$ cat config.mk
export PLATFORM = sky130hd
export DESIGN_NAME = instruction_fetch_flat
export DESIGN_NICKNAME = d
export VERILOG_FILES = /design/src/rtl/instruction_fetch_if.sv /design/src/rtl/instruction_fetch.sv /design/src/flat_wrapper.sv
export SDC_FILE = /design/constraint.sdc
export NUM_CORES = 1
export LEC_CHECK = 0
export CAP_MARGIN = 20
export CORE_MARGIN = 2
export CORE_UTILIZATION = 48
export DETAILED_ROUTE_END_ITERATION = 8
export GPL_TIMING_DRIVEN = 0
export PLACE_DENSITY = 0.82
export SLEW_MARGIN = 10
export SYNTH_ARGS = -nofsm -noshare
export SYNTH_HDL_FRONTEND = slang
export SYNTH_SLANG_ARGS = --single-unit
$ cat constraint.sdc
create_clock -name clk -period 4.4 [get_ports clk]
set_clock_uncertainty 0.15 [all_clocks]
set_input_delay 0.88 -clock clk [delete_from_list [all_inputs] [get_ports clk]]
set_output_delay 0.88 -clock clk [all_outputs]
set_load 0.005 [all_outputs]
$ cat src/rtl/instruction_fetch_if.sv
`default_nettype none
// ============================================================================
// Module   : instruction_fetch_if
// Purpose  : Instruction-memory read handshake between fetch unit and memory.
// Revision : 1.0 - initial release
// ============================================================================
interface instruction_fetch_if #(
    parameter int ADDR_W = 32
);
    logic              imem_req;
    logic [ADDR_W-1:0] imem_addr;
    logic [31:0]       imem_rdata;
    logic              imem_ready;

    modport master (
        output imem_req,
        output imem_addr,
        input  imem_rdata,
        input  imem_ready
    );

    modport slave (
        input  imem_req,
        input  imem_addr,
        output imem_rdata,
        output imem_ready
    );
endinterface
`default_nettype wire

$ cat src/rtl/instruction_fetch.sv
`default_nettype none
// ============================================================================
// Module   : instruction_fetch
// Purpose  : PC owner and instruction register for a single-cycle MIPS core.
// Revision : 1.0 - initial release
// ============================================================================
module instruction_fetch #(
    parameter int                ADDR_W   = 32,
    parameter logic [ADDR_W-1:0] RESET_PC = '0
) (
    input  logic                clk,
    input  logic                reset,
    instruction_fetch_if.master imem,
    output logic [31:0]         Instruction,
    output logic [5:0]          Opcode,
    output logic [ADDR_W-1:0]   PC,
    output logic [ADDR_W-1:0]   PCplus4,
    output logic                instr_valid,
    input  logic                retire,
    input  logic                Branch,
    input  logic                Zero,
    output logic [31:0]         retired_count
);

    localparam int c_EXT_W = ADDR_W - 18;

    typedef enum logic [1:0] {
        c_IDLE  = 2'd0,
        c_FETCH = 2'd1,
        c_EXEC  = 2'd2
    } state_t;

    state_t            r_state_q;
    state_t            w_state_d;
    logic [ADDR_W-1:0] r_pc_q;
    logic [ADDR_W-1:0] w_pc_d;
    logic [31:0]       r_instr_q;
    logic [31:0]       w_instr_d;
    logic [31:0]       r_count_q;
    logic [31:0]       w_count_d;
    logic              r_req_q;
    logic              w_req_d;
    logic              r_valid_q;
    logic              w_valid_d;

    logic [ADDR_W-1:0] w_pc_plus4;
    logic [ADDR_W-1:0] w_branch_off;
    logic [ADDR_W-1:0] w_branch_target;

    assign w_pc_plus4      = r_pc_q + ADDR_W'(4);
    // beq immediate is a signed word offset relative to the following instruction
    assign w_branch_off    = {{c_EXT_W{r_instr_q[15]}}, r_instr_q[15:0], 2'b00};
    assign w_branch_target = w_pc_plus4 + w_branch_off;

    always_comb begin
        w_state_d = r_state_q;
        w_pc_d    = r_pc_q;
        w_instr_d = r_instr_q;
        w_count_d = r_count_q;
        case (r_state_q)
            c_IDLE: begin
                w_state_d = c_FETCH;
            end
            c_FETCH: begin
                if (imem.imem_ready) begin
                    w_instr_d = imem.imem_rdata;
                    w_state_d = c_EXEC;
                end
            end
            c_EXEC: begin
                if (retire) begin
                    w_pc_d    = (Branch & Zero) ? w_branch_target : w_pc_plus4;
                    w_count_d = r_count_q + 32'd1;
                    w_state_d = c_FETCH;
                end
            end
            default: begin
                w_state_d = c_IDLE;
            end
        endcase
    end

    // Handshake outputs are registered from the next state so they align with it
    assign w_req_d   = (w_state_d == c_FETCH);
    assign w_valid_d = (w_state_d == c_EXEC);

    always_ff @(posedge clk or posedge reset) begin
        if (reset) begin
            r_state_q <= c_IDLE;
            r_pc_q    <= RESET_PC;
            r_instr_q <= 32'd0;
            r_count_q <= 32'd0;
            r_req_q   <= 1'b0;
            r_valid_q <= 1'b0;
        end else begin
            r_state_q <= w_state_d;
            r_pc_q    <= w_pc_d;
            r_instr_q <= w_instr_d;
            r_count_q <= w_count_d;
            r_req_q   <= w_req_d;
            r_valid_q <= w_valid_d;
        end
    end

    assign imem.imem_req  = r_req_q;
    assign imem.imem_addr = r_pc_q;
    assign Instruction    = r_instr_q;
    assign Opcode         = r_instr_q[31:26];
    assign PC             = r_pc_q;
    assign PCplus4        = w_pc_plus4;
    assign instr_valid    = r_valid_q;
    assign retired_count  = r_count_q;

endmodule
`default_nettype wire

$ cat src/flat_wrapper.sv
// flat-port wrapper written by rule: the top's interface ports become plain ports
module instruction_fetch_flat 
#(
    parameter int                ADDR_W   = 32,
    parameter logic [ADDR_W-1:0] RESET_PC = '0
)
  (clk, reset, Instruction, Opcode, PC, PCplus4, instr_valid, retire, Branch, Zero, retired_count, imem_imem_req, imem_imem_addr, imem_imem_rdata, imem_imem_ready);
  instruction_fetch_if #(.ADDR_W(ADDR_W)) imem_i ();
  input  logic clk;
  input  logic reset;
  output logic [31:0] Instruction;
  output logic [5:0] Opcode;
  output logic [ADDR_W-1:0] PC;
  output logic [ADDR_W-1:0] PCplus4;
  output logic instr_valid;
  input  logic retire;
  input  logic Branch;
  input  logic Zero;
  output logic [31:0] retired_count;
  output wire logic [$bits(imem_i.imem_req)-1:0] imem_imem_req;
  output wire logic [$bits(imem_i.imem_addr)-1:0] imem_imem_addr;
  input wire logic [$bits(imem_i.imem_rdata)-1:0] imem_imem_rdata;
  input wire logic [$bits(imem_i.imem_ready)-1:0] imem_imem_ready;
  assign imem_imem_req = imem_i.imem_req;
  assign imem_imem_addr = imem_i.imem_addr;
  assign imem_i.imem_rdata = imem_imem_rdata;
  assign imem_i.imem_ready = imem_imem_ready;
  instruction_fetch #(.ADDR_W(ADDR_W), .RESET_PC(RESET_PC)) u_core (.clk(clk), .reset(reset), .imem(imem_i), .Instruction(Instruction), .Opcode(Opcode), .PC(PC), .PCplus4(PCplus4), .instr_valid(instr_valid), .retire(retire), .Branch(Branch), .Zero(Zero), .retired_count(retired_count));
endmodule
==> results of run 1 <==
[repair_timing]
action	4_1_cts	5_1_grt
setup endpoints to repair	3	9
buffers inserted	0	8
gates resized for setup	6	14
pin swaps	0	4
[worst min path at each step]
stage,depth (start not counted),to
6_report,1,u_core.retired_count[31]
3_3_place_gp,1,u_core.retired_count[31]
4_1_cts,1,u_core.retired_count[31]
3_5_place_dp,1,u_core.retired_count[31]
5_1_grt,1,u_core.retired_count[31]
2_1_floorplan,1,u_core.retired_count[31]
[where the power goes]
group | leakage [nW] | internal [mW] | switching [mW]
sequential | 1.21 | 1.21 | 0.441
combinational | 2.67 | 2.47 | 2.10
clock | 0.145 | 0.451 | 0.376
total | 4.03 | 4.13 | 2.92
[cells in the final DEF, fill, tap and decap left out, types with 12 or more instances in the layout]
master / Yosys / layout
buf_4: 46 / 54
nand4_1: 16 / 16
nor2_1: 57 / 53
dfrtp_1: 98 / 92
nand2_1: 72 / 71
xnor2_1: 55 / 55
ha_1: 37 / 36
o21ai_1: 12 / 12
a21oi_1: 47 / 47
clkdlybuf4s50_1: 0 / 199
clkbuf_1: 15 / 14
xor2_1: 28 / 25
inv_1: 15 / 14
mux2_2: 32 / 32
o21ai_0: 40 / 40
nand3_1: 29 / 28
[routing by layer]
layer / GRT usage, % / part of all wire [%] / vias to the layer above
met3: 5.90 / 6.6 / 38
met5: 0 / 0 / -
met4: 7.83 / 2.2 / 0
met1: 34.7 / 42 / 3059
li1: - / - / 2988
met2: 43.2 / 49 / 256
[worst max-delay path, delay by kind of cell (launching register included)]
family / cells / cell delay (ns)
buf+inv: 4 / 1.03
xor+xnor: 1 / 0.31
flops: 1 / 0.38
simple gates: 5 / 1.15
[logic make-up (layout without fill, tap and decap cells)]
family / Yosys count / in the layout / share of synthesized area [%]
AND/OR/NAND/NOR: 232 / 232 / 17.0
XOR/XNOR: 83 / 83 / 10.8
adder cells (fa/ha/maj): 38 / 38 / 7.17
buffers and inverters: 88 / 311 / 8.13
AO/OA/AOI/OAI: 162 / 162 / 15.0
flip-flops: 98 / 98 / 36.4
other: 1 / 6 / 0.0557
multiplexers: 33 / 33 / 5.50
[per-stage QoR]
step           hold slack, ns  setup WS, ns  TNS (ns)  total power [mW]
2_1_floorplan           0.315         0.430         0              4.27
3_3_place_gp            0.308        -0.852    -82.76              6.07
3_5_place_dp            0.325       -0.0995   -0.0995              6.15
4_1_cts                 0.340        0.0120         0              7.02
5_1_grt                 0.346      -0.00720   -0.0124              7.56
6_report                0.334         0.127         0              7.05
[cell type report]
type | instances | area, sq um | share of cell area, %
plain buffers | 72 | 488 | 5.17
clock inverters | 7 | 82.6 | 0.875
well taps | 180 | 225 | 2.39
multi-input cells | 554 | 3820 | 40.5
inverters | 15 | 58.8 | 0.623
flip-flops and latches | 98 | 2460 | 26.1
clock buffers | 9 | 225 | 2.39
repair buffers | 208 | 2080 | 22.0
[registers in the layout, summed over array words and instances (netlist names)]
| signal | count |
|---|---|
| u_core.Instruction | 32 |
| u_core.imem.imem_req | 1 |
| u_core.instr_valid | 1 |
| u_core.r_state_q | 2 |
| u_core.retired_count | 32 |
| u_core.PC | 30 |
==> results.json, run 1 <==
{
  "cp_cell_sequence": "buf_4 > nand4_1 > nor4_4 > buf_4 > and3_1 > buf_4 > and3_1 > and3_1 > xor2_1 > clkdlybuf4s50_1",
  "finish.utilization_pct": 68.5,
  "die_h_um": 122,
  "nets": 1034,
  "mappedNetlistArea_sq_um": 6740,
  "synth_warnings": 0,
  "clock_latency_ns": 0.35,
  "relSlewSlack_pct": 43.9,
  "criticalPathCategory": "reg2out",
  "grt_pass1_vias": 6029,
  "ys_ff_latch": 98,
  "end_kind": "primary output",
  "dieArea_sq_um": 15000,
  "critical_path.max_stage_delay_ns": 0.57,
  "dp.cells": 1120,
  "portBuffers": 199,
  "status": "completed",
  "cts-root-buf": "clkbuf_16",
  "rrSetupSlack_ns": 0.19,
  "viasPerCell": 5.55,
  "async_flop_share_pct": 100,
  "hpwl_mm": 15.0,
  "synth_area_leaders": "dfrtp_1, xnor2_1, ha_1, mux2_2, buf_4",
  "period_share_pct": 97.1,
  "row_count": 43,
  "cts_tree": "built",
  "grt_usage_pct": 26.3,
  "ys_seq_area_share_pct": 36.4,
  "yosys-top-cells-count": "dfrtp_1, nand2_1, nor2_1",
  "io_pins": 206,
  "crit_start": "u_core.PC[11]",
  "slew_viol_final": 0,
  "crit_end": "PCplus4[27]",
  "cp.arrival_ns": 3.24,
  "diodes": 0,
  "min_period_ns": 4.27,
  "setup_violations": 0,
  "dr.pass1.iters": 6,
  "grt_overflow": 0,
  "reg2reg_to": "u_core.PC[30]",
  "cts_buffers": 9,
  "antenna_found_initial": 0,
  "min_path_type": "reg2reg",
  "p_leak_nw": 4.03,
  "drt_iter0_drc": 445,
  "synth_top_area_share_pct": 36.4,
  "cp-start-kind": "flip-flop",
  "cts_hold_buf": 0,
  "grt_pass1_wl_mm": 31.0,
  "path_clk_slew_ns": 0.07,
  "grt_max_degree": 59,
  "synth_flop_cell": "dfrtp_1",
  "reg2reg_from": "u_core.PC[11]",
  "die_w_um": 122,
  "drive_above_1_share_pct": 15.6,
  "coreArea_sq_um": 13800,
  "required_ns": 3.37,
  "syn_inst": 735,
  "fillers": 1135,
  "place_area_sq_um": 9000,
  "avgSynthCellArea_sq_um": 9.17,
  "gp_congestion": 0.926,
  "critPathSlowestCell": "clkdlybuf4s50_1",
  "path_max_fanout": 7,
  "area.growth.synth_to_final_pct": 40.1,
  "synth_most_common_cell": "dfrtp_1",
  "max_freq_mhz": 234,
  "vias": 6341,
  "htree_levels": 3,
  "cts.sinks": 98,
  "powerDensity_nw_per_um2": 747,
  "synth.distinct_cells": 63,
  "final_antenna_net_count": 0,
  "tightest_slew_ns": 0.842,
  "hold_violations": 0,
  "layoutNonFillerInstCount": 1143,
  "clk_path_buf_depth": 2,
  "start_util_pct": 48.9,
  "drc": 0,
  "hold_path.startpoint": "u_core.retired_count[31]",
  "synth_edf_count": 0,
  "ir_worst_vdd_v": 0.000434,
  "design_area_sq_um": 9440,
  "wl_per_cell_um": 17.2,
  "r2r_cells": 18,
  "max_cap_violations": 0,
  "synth_area_leader_cell": "dfrtp_1",
  "drt-total-wl_mm": 19.7
}
Note: power is estimated with default switching activity, not from simulation.
==> run 2: changes to the inputs <==
==> constraint.sdc (replaced) <==
create_clock -name clk -period 4.2 [get_ports clk]
set_clock_uncertainty 0.15 [all_clocks]
set_input_delay 0.84 -clock clk [delete_from_list [all_inputs] [get_ports clk]]
set_output_delay 0.84 -clock clk [all_outputs]
set_load 0.005 [all_outputs]
==> results.json, run 2 (synthesized netlist as in run 1, its figures left out) <==
{
  "gp_congestion": 0.926,
  "path_max_fanout": 7,
  "powerDensity_nw_per_um2": 784,
  "vias": 6346,
  "grt_usage_pct": 26.5,
  "grt_overflow": 0,
  "row_count": 43,
  "portBuffers": 199,
  "combPwrFrac_pct": 65.2,
  "area.growth.synth_to_final_pct": 42.4,
  "grt_max_degree": 59,
  "io_pins": 206,
  "viasPerCell": 5.54,
  "period_share_pct": 98.5,
  "p_leak_nw": 4.08,
  "path_delay_family": "buffers and inverters",
  "fillers": 1119,
  "final_cell_mix": "clkdlybuf4s50_1, dfrtp_1, nand2_1, buf_4",
  "max_cap_violations": 0,
  "tightest_slew_ns": 0.872,
  "grt_pass1_vias": 6062,
  "clk_path_buf_depth": 2,
  "slew_viol_final": 0,
  "critical_path.max_stage_delay_ns": 0.55,
  "die_h_um": 122,
  "start_util_pct": 48.9,
  "nets": 1037,
  "status": "completed",
  "max_freq_mhz": 242,
  "final_antenna_net_count": 0,
  "path_common_cell": "buf_4",
  "criticalPathCategory": "reg2out",
  "htree_levels": 3,
  "dr.pass1.iters": 7,
  "cp-start-kind": "flip-flop",
  "power_mw": 7.52,
  "antenna_found_initial": 0,
  "diodes": 0,
  "cts.sinks": 98,
  "worstPathBufferInverterCount": 5,
  "design_area_sq_um": 9600,
  "ir_worst_vdd_v": 0.000455,
  "drt-total-wl_mm": 20.1,
  "p_seq_share_pct": 23.2,
  "power.switching_mw": 3.13,
  "internal-power_mw": 4.40,
  "die_w_um": 122,
  "grt_pass1_wl_mm": 31.2,
  "critPathSlowestCell": "clkdlybuf4s50_1",
  "coreArea_sq_um": 13800,
  "drt_iter0_drc": 413,
  "setup_violations": 0,
  "cts-root-buf": "clkbuf_16",
  "min_path_type": "reg2reg",
  "hold_violations": 0,
  "end_kind": "primary output",
  "cp.arrival_ns": 3.15,
  "final_common_cell": "clkdlybuf4s50_1",
  "drc": 0,
  "min_period_ns": 4.14,
  "clock_latency_ns": 0.35,
  "hpwl_mm": 15.0,
  "path_clk_slew_ns": 0.07,
  "relSlewSlack_pct": 41.8,
  "dieArea_sq_um": 15000,
  "cts_buffers": 9,
  "cts_tree": "built",
  "drive_above_1_share_pct": 17.7,
  "required_ns": 3.21,
  "place_area_sq_um": 9000,
  "cp_cell_sequence": "buf_4 > nand4_1 > buf_4 > nor4_4 > buf_4 > and3_1 > buf_4 > and3_1 > and3_2 > xor2_2 > clkdlybuf4s50_1",
  "sw_frac_of_total_pct": 41.5,
  "clockPowerShare_pct": 11.5,
  "wl_per_cell_um": 17.5
}
[run 2: layout make-up]
class                   count  area, sq um  share of cell area [%]
flip-flops and latches     98         2460                    25.7
inverters                  15         58.8                   0.613
clock inverters             7         82.6                   0.861
repair buffers            212         2110                    22.0
multi-input cells         554         3950                    41.1
plain buffers              71          487                    5.07
clock buffers               9          225                    2.35
well taps                 180          225                    2.35
[run 2: power by group through the flow]
stage / registers (mW) / logic (mW) / clock network [mW]
3_5_place_dp: 1.72 / 4.72 / 0
5_1_grt: 1.80 / 5.34 / 0.926
2_1_floorplan: 1.63 / 2.84 / 0
6_report: 1.75 / 4.91 / 0.866
3_3_place_gp: 1.70 / 4.66 / 0
4_1_cts: 1.72 / 4.77 / 0.879
[run 2: worst paths after layout]
kind	start	to	slack, ns	cells past startpoint
max in group asynchronous	reset	u_core.PC[9]	2.46	3
min in group asynchronous	reset	u_core.retired_count[6]	0.75	2
worst max-delay path	u_core.PC[11]	PCplus4[27]	0.06	11
worst max register to register	u_core.PC[11]	u_core.PC[28]	0.18	19
worst min register to register	u_core.retired_count[31]	u_core.retired_count[31]	0.34	1
worst min-delay path	u_core.retired_count[31]	u_core.retired_count[31]	0.34	1
[run 2: metal layers]
metal | track usage (%) | share of wire [%] | up-vias
li1 | - | - | 2991
met1 | 34.7 | 41 | 3057
met2 | 43.5 | 50 | 270
met3 | 5.99 | 6.8 | 28
met4 | 8.41 | 1.9 | 0
met5 | 0 | 0 | -
[run 2: worst register-to-register path, stage by stage, from the launching register on]
cell	delay [ns]
dfrtp_1	0.38
buf_4	0.16
nand4_1	0.10
buf_4	0.19
nor4_4	0.31
buf_4	0.18
and3_1	0.14
buf_4	0.14
and3_1	0.17
and3_2	0.24
xor2_2	0.24
ha_1	0.27
buf_4	0.16
nand2_1	0.09
nor3_2	0.07
a221oi_1	0.26
o21ai_0	0.17
a41oi_2	0.26
nand4_1	0.15
nand3_1	0.13
[run 2: through the flow]
stage	worst slack (ns)	instances	hold slack [ns]	TNS [ns]	utilization, %
2_1_floorplan	0.230	740	0.315	0	-
3_3_place_gp	-1.01	1119	0.308	-98.84	65.2
3_5_place_dp	-0.300	1120	0.325	-0.695	65.4
4_1_cts	0.0290	1138	0.340	0	68.1
5_1_grt	-0.0383	1146	0.346	-0.105	69.7
6_report	0.0628	1146	0.335	0	69.7
[run 2: what timing repair did]
action | 4_1_cts | 5_1_grt
hold buffers | 0 | 0
pin swaps | 2 | 4
buffers inserted | 3 | 9
resized for setup | 14 | 31
endpoints found under the setup margin | 10 | 9
==> run 3: changes to the inputs <==
--- a/config.mk
+++ b/config.mk
@@ -11,6 +11,7 @@
 export DETAILED_ROUTE_END_ITERATION = 8
 export GPL_TIMING_DRIVEN = 0
 export PLACE_DENSITY = 0.82
+export SETUP_SLACK_MARGIN = 0.3
 export SLEW_MARGIN = 10
 export SYNTH_ARGS = -nofsm -noshare
 export SYNTH_HDL_FRONTEND = slang
==> results.json, run 3 (synthesized netlist as in run 1, its figures left out) <==
{
  "status": "completed",
  "drc": 0,
  "crit_end": "u_core.PC[30]",
  "cp.arrival_ns": 3.99,
  "area.growth.synth_to_final_pct": 52.3,
  "htree_levels": 3,
  "cts_buffers": 9,
  "powerDensity_nw_per_um2": 787,
  "min_path_type": "reg2reg",
  "final_antenna_net_count": 0,
  "final_common_cell": "clkdlybuf4s50_1",
  "grt_pass1_vias": 6308,
  "grt_overflow": 0,
  "grt_pass1_wl_mm": 31.8,
  "drt-total-wl_mm": 21.5,
  "dr.pass1.iters": 5,
  "wl_per_cell_um": 17.9,
  "diodes": 0,
  "regArea_sq_um": 2470,
  "rsz0062_at_grt": "yes",
  "place_area_sq_um": 9010,
  "setup_violations": 0,
  "reg2reg_from": "u_core.PC[3]",
  "ir_worst_vdd_v": 0.000488,
  "grt_usage_pct": 27.2,
  "antenna_found_initial": 0,
  "path_max_fanout": 6,
  "relSlewSlack_pct": 36.6,
  "tightest_slew_ns": 0.951,
  "critical_path.max_stage_delay_ns": 0.41,
  "holdWs_ns": 0.357,
  "start_util_pct": 48.9,
  "cts-root-buf": "clkbuf_16",
  "row_count": 43,
  "cts_tree": "built",
  "min_period_ns": 3.90,
  "final_cell_mix": "clkdlybuf4s50_1, buf_4, dfrtp_1, nand2_1, nor2_1",
  "hpwl_mm": 15.0,
  "cp_cell_sequence": "ha_4 > nand2_4 > nor2_4 > and3_4 > buf_6 > nand2_2 > nor2_4 > xor2_2 > ha_1 > buf_6 > o21a_1 > o21ai_2 > a21oi_2 > o21a_2 > a2111oi_4 > o21bai_2 > a311oi_2 > xor2_1 > o21ai_1",
  "dieArea_sq_um": 15000,
  "fillers": 996,
  "finish.utilization_pct": 74.5,
  "drive_above_1_share_pct": 25.0,
  "vias": 6694,
  "design_area_sq_um": 10300,
  "cp-start-kind": "flip-flop",
  "io_pins": 206,
  "rrSetupSlack_ns": 0.30,
  "period_share_pct": 92.8,
  "required_ns": 4.29,
  "die_w_um": 122,
  "grt_max_degree": 59,
  "drt_iter0_drc": 544,
  "viasPerCell": 5.60,
  "setup_ws_ns": 0.302,
  "end_kind": "flip-flop",
  "worstPathBufferInverterCount": 2,
  "cp.depth": 19,
  "max_freq_mhz": 257,
  "gp_congestion": 1.02,
  "path_delay_family": "compound AO/OA/AOI/OAI gates",
  "die_h_um": 122,
  "slew_viol_final": 0,
  "clk_path_buf_depth": 2,
  "portBuffers": 199,
  "critPathSlowestCell": "a2111oi_4",
  "hold_violations": 0,
  "dpl_worst_slack_ns": -0.191,
  "coreArea_sq_um": 13800,
  "reg2reg_to": "u_core.PC[30]",
  "crit_start": "u_core.PC[3]",
  "criticalPathCategory": "reg2reg",
  "cts_hold_buf": 0,
  "clock_latency_ns": 0.37,
  "r2r_cells": 19,
  "cts.sinks": 98,
  "multi_input_area_sq_um": 4210,
  "path_clk_slew_ns": 0.08,
  "p_leak_nw": 4.43,
  "max_cap_violations": 0,
  "nets": 1087
}
==> run 3: what timing repair did <==
action,CTS,global route
gates cloned,0,0
setup buffers,28,32
gates resized for setup,45,62
setup endpoints to repair,27,16
pin swaps,13,38
==> run 3: worst min-delay path by stage <==
| stage | endpoint | start | cells past startpoint |
|---|---|---|---|
| 5_1_grt | u_core.Instruction[18] | u_core.Instruction[18] | 1 |
| 4_1_cts | u_core.retired_count[26] | u_core.retired_count[26] | 1 |
| 3_3_place_gp | u_core.retired_count[31] | u_core.retired_count[31] | 1 |
| 3_5_place_dp | u_core.retired_count[6] | u_core.retired_count[6] | 1 |
| 6_report | u_core.retired_count[26] | u_core.retired_count[26] | 1 |
| 2_1_floorplan | u_core.retired_count[31] | u_core.retired_count[31] | 1 |
==> run 3: area by class of cell <==
cell class | instances | share of cell area [%]
multi-input cells | 554 | 41.0
repair buffers | 260 | 24.2
flip-flops and latches | 98 | 24.0
plain buffers | 73 | 5.10
clock buffers | 9 | 2.20
well taps | 180 | 2.20
clock inverters | 7 | 0.683
inverters | 15 | 0.573
==> run 3: per-layer routing <==
layer  GRT usage, %  share of wire [%]
met3           6.27                7.7
met5              0                  0
met1           34.5                 41
met2           45.5                 49
met4           9.99                2.1
==> run 3: power breakdown <==
group          switching (mW)  internal (mW)  total, mW  leakage (nW)
Clock                   0.421          0.419      0.840         0.142
Combinational            2.53           2.97       5.51          3.09
Sequential              0.460           1.27       1.73          1.20
==> run 3: through the flow <==
stage | total power, mW | std cells | setup TNS (ns)
after floorplan | 4.47 | 740 | 0
final | 8.07 | 1196 | 0
after CTS | 7.58 | 1164 | 0
after global placement | 6.37 | 1119 | -96.10
after global routing | 8.56 | 1196 | 0
after detailed placement | 6.45 | 1120 | -0.525
